<file path="src/rtl/duoseg_pkg.sv">
// Shared types and constants for the two-digit multiplexed 7-segment scanner.
package duoseg_pkg;
  typedef enum logic [1:0] {
    BLANK0 = 2'd0,
    SHOW0  = 2'd1,
    BLANK1 = 2'd2,
    SHOW1  = 2'd3
  } scan_state_t;

  localparam logic [6:0] SEG_OFF = 7'h7F;
  localparam logic [1:0] DIG_OFF = 2'b11;
endpackage

</file>
<file path="src/rtl/duoseg_slot_timer.sv">
// Per-digit slot counter: dead-time phase at the start of each slot, wrap at slot end.
module duoseg_slot_timer #(
  parameter int SLOT_CYCLES  = 50000,
  parameter int BLANK_CYCLES = 500
) (
  input  logic clk,
  input  logic reset_n,
  input  logic clr,
  output logic blank_phase,
  output logic blank_last,
  output logic slot_end
);
  localparam int CW = $clog2(SLOT_CYCLES);

  logic [CW-1:0] cnt_q, cnt_d;

  assign blank_phase = cnt_q < CW'(BLANK_CYCLES);
  assign blank_last  = cnt_q == CW'(BLANK_CYCLES - 1);
  assign slot_end    = cnt_q == CW'(SLOT_CYCLES - 1);

  always_comb begin
    cnt_d = cnt_q + 1'b1;
    if (clr || slot_end) cnt_d = '0;
  end

  always_ff @(posedge clk or negedge reset_n)
    if (!reset_n) cnt_q <= '0;
    else          cnt_q <= cnt_d;
endmodule

</file>
<file path="src/rtl/duoseg_scanner.sv">
// Two-digit 7-segment scanner with per-slot dead time and frame-coherent shadow.
// Optional PWM dimming on the digit enables with macro DUOSEG_SCAN_DIM_EN.
module duoseg_scanner
  import duoseg_pkg::*;
#(
  parameter int SLOT_CYCLES  = 50000,
  parameter int BLANK_CYCLES = 500
) (
  input  logic        clk,
  input  logic        reset_n,
  input  logic        en,
  input  logic [13:0] seg_data,
  output logic [6:0]  seg_n,
  output logic [1:0]  dig_n,
  output logic        frame_tick
`ifdef DUOSEG_SCAN_DIM_EN
  ,
  input  logic [3:0]  bright
`endif
);
  scan_state_t state_q, state_d;
  logic [13:0] shadow_q, shadow_d;
  logic [6:0]  seg_q, seg_d;
  logic [1:0]  dig_q, dig_d;
  logic        tick_q, tick_d;
  logic        blank_phase, blank_last, slot_end;
  logic        show, dig_on;

  duoseg_slot_timer #(
    .SLOT_CYCLES (SLOT_CYCLES),
    .BLANK_CYCLES(BLANK_CYCLES)
  ) u_timer (
    .clk        (clk),
    .reset_n    (reset_n),
    .clr        (!en),
    .blank_phase(blank_phase),
    .blank_last (blank_last),
    .slot_end   (slot_end)
  );

`ifdef DUOSEG_SCAN_DIM_EN
  logic [3:0] pwm_q, pwm_d;
  assign pwm_d  = pwm_q + 4'd1;
  assign dig_on = (bright == 4'hF) || (pwm_q < bright);
  always_ff @(posedge clk or negedge reset_n)
    if (!reset_n) pwm_q <= '0;
    else          pwm_q <= pwm_d;
`else
  assign dig_on = 1'b1;
`endif

  always_comb begin
    state_d = state_q;
    unique case (state_q)
      BLANK0: if (blank_last) state_d = SHOW0;
      SHOW0:  if (slot_end)   state_d = BLANK1;
      BLANK1: if (blank_last) state_d = SHOW1;
      SHOW1:  if (slot_end)   state_d = BLANK0;
      default:                state_d = BLANK0;
    endcase
    if (!en) state_d = BLANK0;
  end

  // Shadow only follows seg_data while parked in BLANK0, so a frame is never torn.
  assign shadow_d = (state_q == BLANK0 || !en) ? seg_data : shadow_q;
  assign show     = en && !blank_phase && (state_q == SHOW0 || state_q == SHOW1);

  always_comb begin
    seg_d  = SEG_OFF;
    dig_d  = DIG_OFF;
    tick_d = en && (state_q == SHOW1) && slot_end;
    if (show) begin
      if (state_q == SHOW0) begin
        seg_d = ~shadow_q[6:0];
        dig_d = dig_on ? 2'b10 : DIG_OFF;
      end else begin
        seg_d = ~shadow_q[13:7];
        dig_d = dig_on ? 2'b01 : DIG_OFF;
      end
    end
  end

  always_ff @(posedge clk or negedge reset_n)
    if (!reset_n) begin
      state_q  <= BLANK0;
      shadow_q <= '0;
      seg_q    <= SEG_OFF;
      dig_q    <= DIG_OFF;
      tick_q   <= 1'b0;
    end else begin
      state_q  <= state_d;
      shadow_q <= shadow_d;
      seg_q    <= seg_d;
      dig_q    <= dig_d;
      tick_q   <= tick_d;
    end

  assign seg_n      = seg_q;
  assign dig_n      = dig_q;
  assign frame_tick = tick_q;
endmodule

</file>
<file path="config.mk">
export PLATFORM = sky130hd
export DESIGN_NAME = duoseg_scanner
export DESIGN_NICKNAME = d
export VERILOG_FILES = /design/src/rtl/duoseg_pkg.sv /design/src/rtl/duoseg_slot_timer.sv /design/src/rtl/duoseg_scanner.sv
export SDC_FILE = /design/constraint.sdc
export NUM_CORES = 1
export LEC_CHECK = 0
export CAP_MARGIN = 30
export CORE_UTILIZATION = 39
export DETAILED_ROUTE_END_ITERATION = 8
export DONT_BUFFER_PORTS = 1
export PLACE_DENSITY = 0.51
export SETUP_SLACK_MARGIN = 0.2
export SLEW_MARGIN = 20
export SYNTH_ARGS = -nofsm -noshare
export SYNTH_HDL_FRONTEND = slang
export SYNTH_SLANG_ARGS = --single-unit
</file>
<file path="constraint.sdc">
create_clock -name clk -period 5.5 [get_ports clk]
set_clock_uncertainty 0.15 [all_clocks]
set_input_delay 0.825 -clock clk [delete_from_list [all_inputs] [get_ports clk]]
set_output_delay 0.825 -clock clk [all_outputs]
set_load 0.005 [all_outputs]
</file>
; ---- After elaboration in Yosys (flattened, before gate mapping)
; Cells that the tools add are included.
[classes]
muxes = 11
n_bitwise = 2
eq_ne = 9
n_lt_le_gt_ge = 1
reduce_logical = 11
n_addsub = 1
[ops]
columns = op, count
row1 = "adder 16 x 1 -> 16 bit, second input constant", 1
row2 = "== test 16 bit, second input constant", 1
row3 = "== test 16 x 9 -> 1 bit, second input constant", 1
row4 = "less-than comparator 16 x 9 -> 1 bit, second input constant", 1
row5 = 2-to-1 mux 16 bit, 1
row6 = 2-to-1 mux 2 bit, 7
row7 = 2-to-1 mux 7 bit, 2
row8 = inverter 7 bit, 2
row9 = "!= test 3 bit, second input constant", 4
row10 = case mux 2 bit (4 select lines), 1
row11 = "== test 2 bit, second input constant", 2
row12 = logical AND 1 bit, 4
row13 = AND reduction 4 bit, 1
row14 = logical OR 1 bit, 3
row15 = "== test 2 x 1 -> 1 bit, second input constant", 1
row16 = zero test 1 bit, 2
row17 = zero test 2 bit, 1
[totals]
wordCells = 41
input_bits = 17
ff_bits = 42
output_inout_bits = 10

; ---- Logic depth before layout (Yosys ltp)
[depth]
depth_word = 5
ltp_mapped = 5
mapped_depth_nobuf = 5

; ---- Cells and area by module
; Synthesis repeated with hierarchy kept, for this count alone.
[unflattened]
cells_unflattened = 163
hier_area_um2 = 1938.1
[by_module_without_submodules]
columns = mod, cells_each, instances, seq_area_each_um2, area_each_um2
row1 = duoseg_scanner, 77, 1, 661.9, 1102.3
row2 = duoseg_slot_timer, 86, 1, 400.4, 835.8

; ---- Worst setup path before layout
; Ideal clock, no wire load.
[synth_timing]
kind = register to register
from = reg u_timer.cnt_q[10]
to = reg state_q[0]
slack_ns = 3.504
synth_period_minus_slack_ns = 1.996
n_path_buf = 0
arrival_time_ns = 1.714
required_time_ns = 5.218
stages_incl_launch_ff = 5
setup_ns = 0.132
cell_sequence = dfrtp_1 > or4_4 > o41ai_4 > o22ai_1 > mux2i_1
[synth_via]
elab_chain_cells = 3
word_cells_on_any_way = 7
classes_between = eq/ne: 6 / reduce/logical: 1
[synth_lines]
columns = element, line
row1 = from (decl), duoseg_slot_timer.sv:15  ; logic [CW-1:0] cnt_q, cnt_d;
row2 = from (signal assigned), duoseg_slot_timer.sv:28  ; else cnt_q <= cnt_d;
row3 = == test 16 bit / == test 16 x 9 -> 1 bit (equally long branches), "duoseg_slot_timer.sv:19, duoseg_slot_timer.sv:18"
row4 = != test 3 bit (no line), n/a
row5 = AND reduction 4 bit (no line) (*), n/a
row6 = to (signal assigned), duoseg_scanner.sv:91  ; state_q <= state_d;
row7 = to (decl), duoseg_scanner.sv:21  ; scan_state_t state_q, state_d;
; Every way passes the cells marked *; elsewhere a longest branch is shown, timed or not.
; A chain may end at the register's enable or synchronous reset.

; ---- Worst setup path after layout
; Same ends and word-level chain as after synthesis.

==> run_summary.xml <==
<?xml version="1.0" encoding="UTF-8"?>
<metrics>
  <group name="timing">
    <metric name="postLayoutSetupSlackWorst" unit="ns">2.95</metric>
    <metric name="totalNegativeSetupSlack" unit="ns">0</metric>
    <metric name="grt_setup_unrepaired" unit="">false</metric>
    <metric name="post-route-period-util" unit="%">46.3</metric>
    <metric name="tightest_slew" unit="ns">0.854</metric>
    <metric name="fmax" unit="GHz">0.393</metric>
    <metric name="finalSetupViolations" unit="">0</metric>
    <metric name="max_slew_margin" unit="%">43.1</metric>
    <metric name="timing.final.hold_violations" unit="">0</metric>
    <metric name="period_needed" unit="ns">2.55</metric>
    <metric name="drv_slew" unit="">0</metric>
  </group>
  <group name="synth">
    <metric name="synth-warning-count" unit="">0</metric>
    <metric name="syn_area" unit="um2">1870</metric>
    <metric name="netlist_top_cells_count" unit="">dfrtp_1, mux2_2, nor2_1, dfstp_2, nand2_1</metric>
    <metric name="synthMostInstantiatedCell" unit="">dfrtp_1</metric>
    <metric name="yosysSeqAreaShare" unit="%">56.8</metric>
    <metric name="synth_top_area_share" unit="%">44.1</metric>
    <metric name="postSynth.asyncResetShare" unit="%">100</metric>
    <metric name="syn_nets" unit="">177</metric>
    <metric name="synth_cell_type_count" unit="">32</metric>
    <metric name="postSynthRegisterBits" unit="">42</metric>
    <metric name="synth-main-ff-cell" unit="">dfrtp_1</metric>
    <metric name="synth_instances" unit="">154</metric>
    <metric name="synth_edf_count" unit="">0</metric>
    <metric name="synth.top_cells.by_area" unit="">dfrtp_1, dfstp_2, mux2_2, ha_1, a22oi_1</metric>
    <metric name="synth_top_area_cell" unit="">dfrtp_1</metric>
    <metric name="syn-mean-instance-area" unit="um2">12.1</metric>
  </group>
  <group name="power">
    <metric name="leakage" unit="nW">0.827</metric>
    <metric name="internal_pwr_total" unit="uW">528</metric>
    <metric name="switching_share" unit="%">24.6</metric>
    <metric name="design_power_total" unit="uW">700</metric>
    <metric name="clock_power_share" unit="%">34.8</metric>
    <metric name="power_per_cell_area" unit="nW/um2">343</metric>
    <metric name="power.switching" unit="uW">172</metric>
    <metric name="power.combinational.fraction" unit="%">13.5</metric>
    <metric name="p_seq_share" unit="%">51.7</metric>
    <metric name="peakVddDrop" unit="mV">0.163</metric>
  </group>
  <group name="clocking">
    <metric name="clk_transition_reported_paths" unit="ns">0.08</metric>
    <metric name="ctsHtreeMaxLevel" unit="">2</metric>
    <metric name="cts_root_buffer" unit="">clkbuf_8</metric>
    <metric name="ctsHoldBuffers" unit="">0</metric>
    <metric name="cts_post_setup_buffers_inserted" unit="">0</metric>
    <metric name="clock_sink_count" unit="">42</metric>
    <metric name="numCtsBuffers" unit="">5</metric>
    <metric name="clockBufferDepth" unit="">2</metric>
    <metric name="cts-resized-gates" unit="">0</metric>
    <metric name="clock_tree_from_tritoncts" unit="">built</metric>
    <metric name="worst_skew_pair.late_latency" unit="ns">0.29</metric>
  </group>
  <group name="min_path">
    <metric name="min-delay-path-class" unit="">in2async</metric>
  </group>
  <group name="grt">
    <metric name="initial_antenna_violation_count" unit="">0</metric>
    <metric name="via_count_of_the_first_global_routing_pass" unit="">1261</metric>
    <metric name="leftover_overflow_at_the_end_of_global_routing" unit="">0</metric>
    <metric name="first_pass_grt_wire_length" unit="um">6060</metric>
    <metric name="pin_count_of_the_biggest_net_entering_global_routing" unit="">43</metric>
    <metric name="grt_usage" unit="%">15.5</metric>
  </group>
  <group name="die">
    <metric name="die-height" unit="um">71.3</metric>
    <metric name="standard_cell_row_count" unit="">24</metric>
    <metric name="initial_core_utilization" unit="%">41.8</metric>
    <metric name="ios" unit="">27</metric>
    <metric name="floorplan.die_area" unit="um2">5080</metric>
    <metric name="floorplan.die.width" unit="um">71.3</metric>
    <metric name="floorplan.core_area" unit="um2">4470</metric>
  </group>
  <group name="placement">
    <metric name="port_buffers" unit="">0</metric>
    <metric name="finalWeightedCongestion" unit="">0.771</metric>
    <metric name="place_ws" unit="ns">2.93</metric>
    <metric name="post_dp_cell_area" unit="um2">1930</metric>
    <metric name="hpwlAfterDp" unit="um">2460</metric>
  </group>
  <group name="run">
    <metric name="cap_violations" unit="">0</metric>
  </group>
  <group name="final_layout">
    <metric name="antenna_diode_count" unit="">0</metric>
    <metric name="num-nets-final" unit="">182</metric>
    <metric name="drive_gt1_share" unit="%">21.3</metric>
    <metric name="area_growth" unit="%">9.03</metric>
    <metric name="finish.instance_area" unit="um2">2040</metric>
  </group>
  <group name="critical_path">
    <metric name="worstPathRequired" unit="ns">5.52</metric>
    <metric name="critPathLaunchType" unit="">register</metric>
    <metric name="ff2ff_path_depth" unit="">4</metric>
    <metric name="critPathCaptureType" unit="">register</metric>
    <metric name="cp_data_arrival_time" unit="ns">2.57</metric>
    <metric name="critical_path.max_fanout" unit="">15</metric>
    <metric name="path_class" unit="">reg2reg</metric>
  </group>
  <group name="drt">
    <metric name="drcViolationCount" unit="">2</metric>
    <metric name="vias_per_cell" unit="">5.62</metric>
    <metric name="route.detailed.wl_per_inst" unit="um">16.4</metric>
    <metric name="route.final.wire_length" unit="um">3480</metric>
    <metric name="drt_pass1_iterations" unit="">6</metric>
    <metric name="detailedRoute.firstIterationViolations" unit="">57</metric>
    <metric name="detail-route-antenna-nets" unit="">0</metric>
    <metric name="total_via_count_in_the_routed_design" unit="">1191</metric>
  </group>
  <group name="outcome">
    <metric name="run_status" unit="">complete, but fails checks</metric>
    <metric name="violations" unit="">design-rule violations</metric>
  </group>
</metrics>
[worst paths after layout]
path / from / end / slack, ns
worst min-delay path: reset_n / u_timer.cnt_q[6]$_DFF_PN0_ / 0.07
max in group asynchronous: reset_n / seg_n[3]$_DFF_PN1_ / 4.95
worst max-delay path: u_timer.cnt_q[10]$_DFF_PN0_ / state_q[0]$_DFFE_PN0P_ / 2.95
min in group clk: shadow_q[5]$_DFFE_PN0P_ / seg_n[5]$_DFF_PN1_ / 0.26
worst min register to register: shadow_q[5]$_DFFE_PN0P_ / seg_n[5]$_DFF_PN1_ / 0.26
worst max register to register: u_timer.cnt_q[10]$_DFF_PN0_ / state_q[0]$_DFFE_PN0P_ / 2.95
[sequential cells by signal, summed over array words and instances, names as in the netlist]
signal	cells
dig_n	2
frame_tick	1
seg_n	7
shadow_q	14
state_q	2
u_timer.cnt_q	16
[metal layers]
metal | global-route usage (%) | up-vias | routed length (um)
met2 | 23.7 | 22 | 1630
li1 | - | 561 | -
met5 | 0 | - | 0
met4 | 7.33 | 0 | 75
met3 | 3.80 | 9 | 150
met1 | 20.9 | 599 | 1620
[cell families after synthesis]
family / after synthesis / synth area share, %
buffers and inverters: 8 / 1.74
XOR/XNOR: 11 / 5.15
flip-flops: 42 / 56.8
AND/OR/NAND/NOR: 51 / 15.0
multiplexers: 16 / 9.50
AO/OA/AOI/OAI: 20 / 7.83
adder cells (fa/ha/maj): 6 / 4.01
[power groups by stage]
stage | Clock (mW) | Combinational (mW) | Sequential, mW
after global placement | 0 | 0.0911 | 0.366
after floorplan | 0 | 0.0833 | 0.362
final | 0.243 | 0.0943 | 0.362
after global routing | 0.261 | 0.108 | 0.367
after detailed placement | 0 | 0.0955 | 0.368
after CTS | 0.249 | 0.0958 | 0.362
[stage by stage]
stage / std cells / hold WS, ns / utilization [%]
2_1_floorplan: 154 / 0.239 / -
3_3_place_gp: 204 / 0.252 / 43.1
3_5_place_dp: 204 / 0.256 / 43.1
4_1_cts: 212 / 0.0593 / 45.6
5_1_grt: 212 / 0.0512 / 45.6
6_report: 212 / 0.0659 / 45.6
[worst max-delay path, stage by stage, from the launching register on]
cell and delay, ns:
dfrtp_1 0.41, or4_4 0.59, o41ai_4 0.84, o22ai_1 0.27, mux2i_1 0.17
[cells in the final DEF, fill, tap and decap left out, drive strengths merged, types with 4 or more instances in the layout]
master and count:
a21oi 4, a22oi 7, clkbuf 6, dfrtp 33, dfstp 9, ha 6, inv 5, mux2 14
nand2 8, nand3 5, nand4 5, nor2 14, o21ai 5, or3 4, xnor2 5, xor2 6
[cell type report]
cell class,instances,area (um2)
well taps,52,65.1
inverters,5,18.8
multi-input cells,104,776
repair buffers,1,7.51
clock inverters,2,37.5
fillers,413,2430
flip-flops and latches,42,1060
clock buffers,6,72.6
No activity file was read; power rests on OpenSTA's default activity.
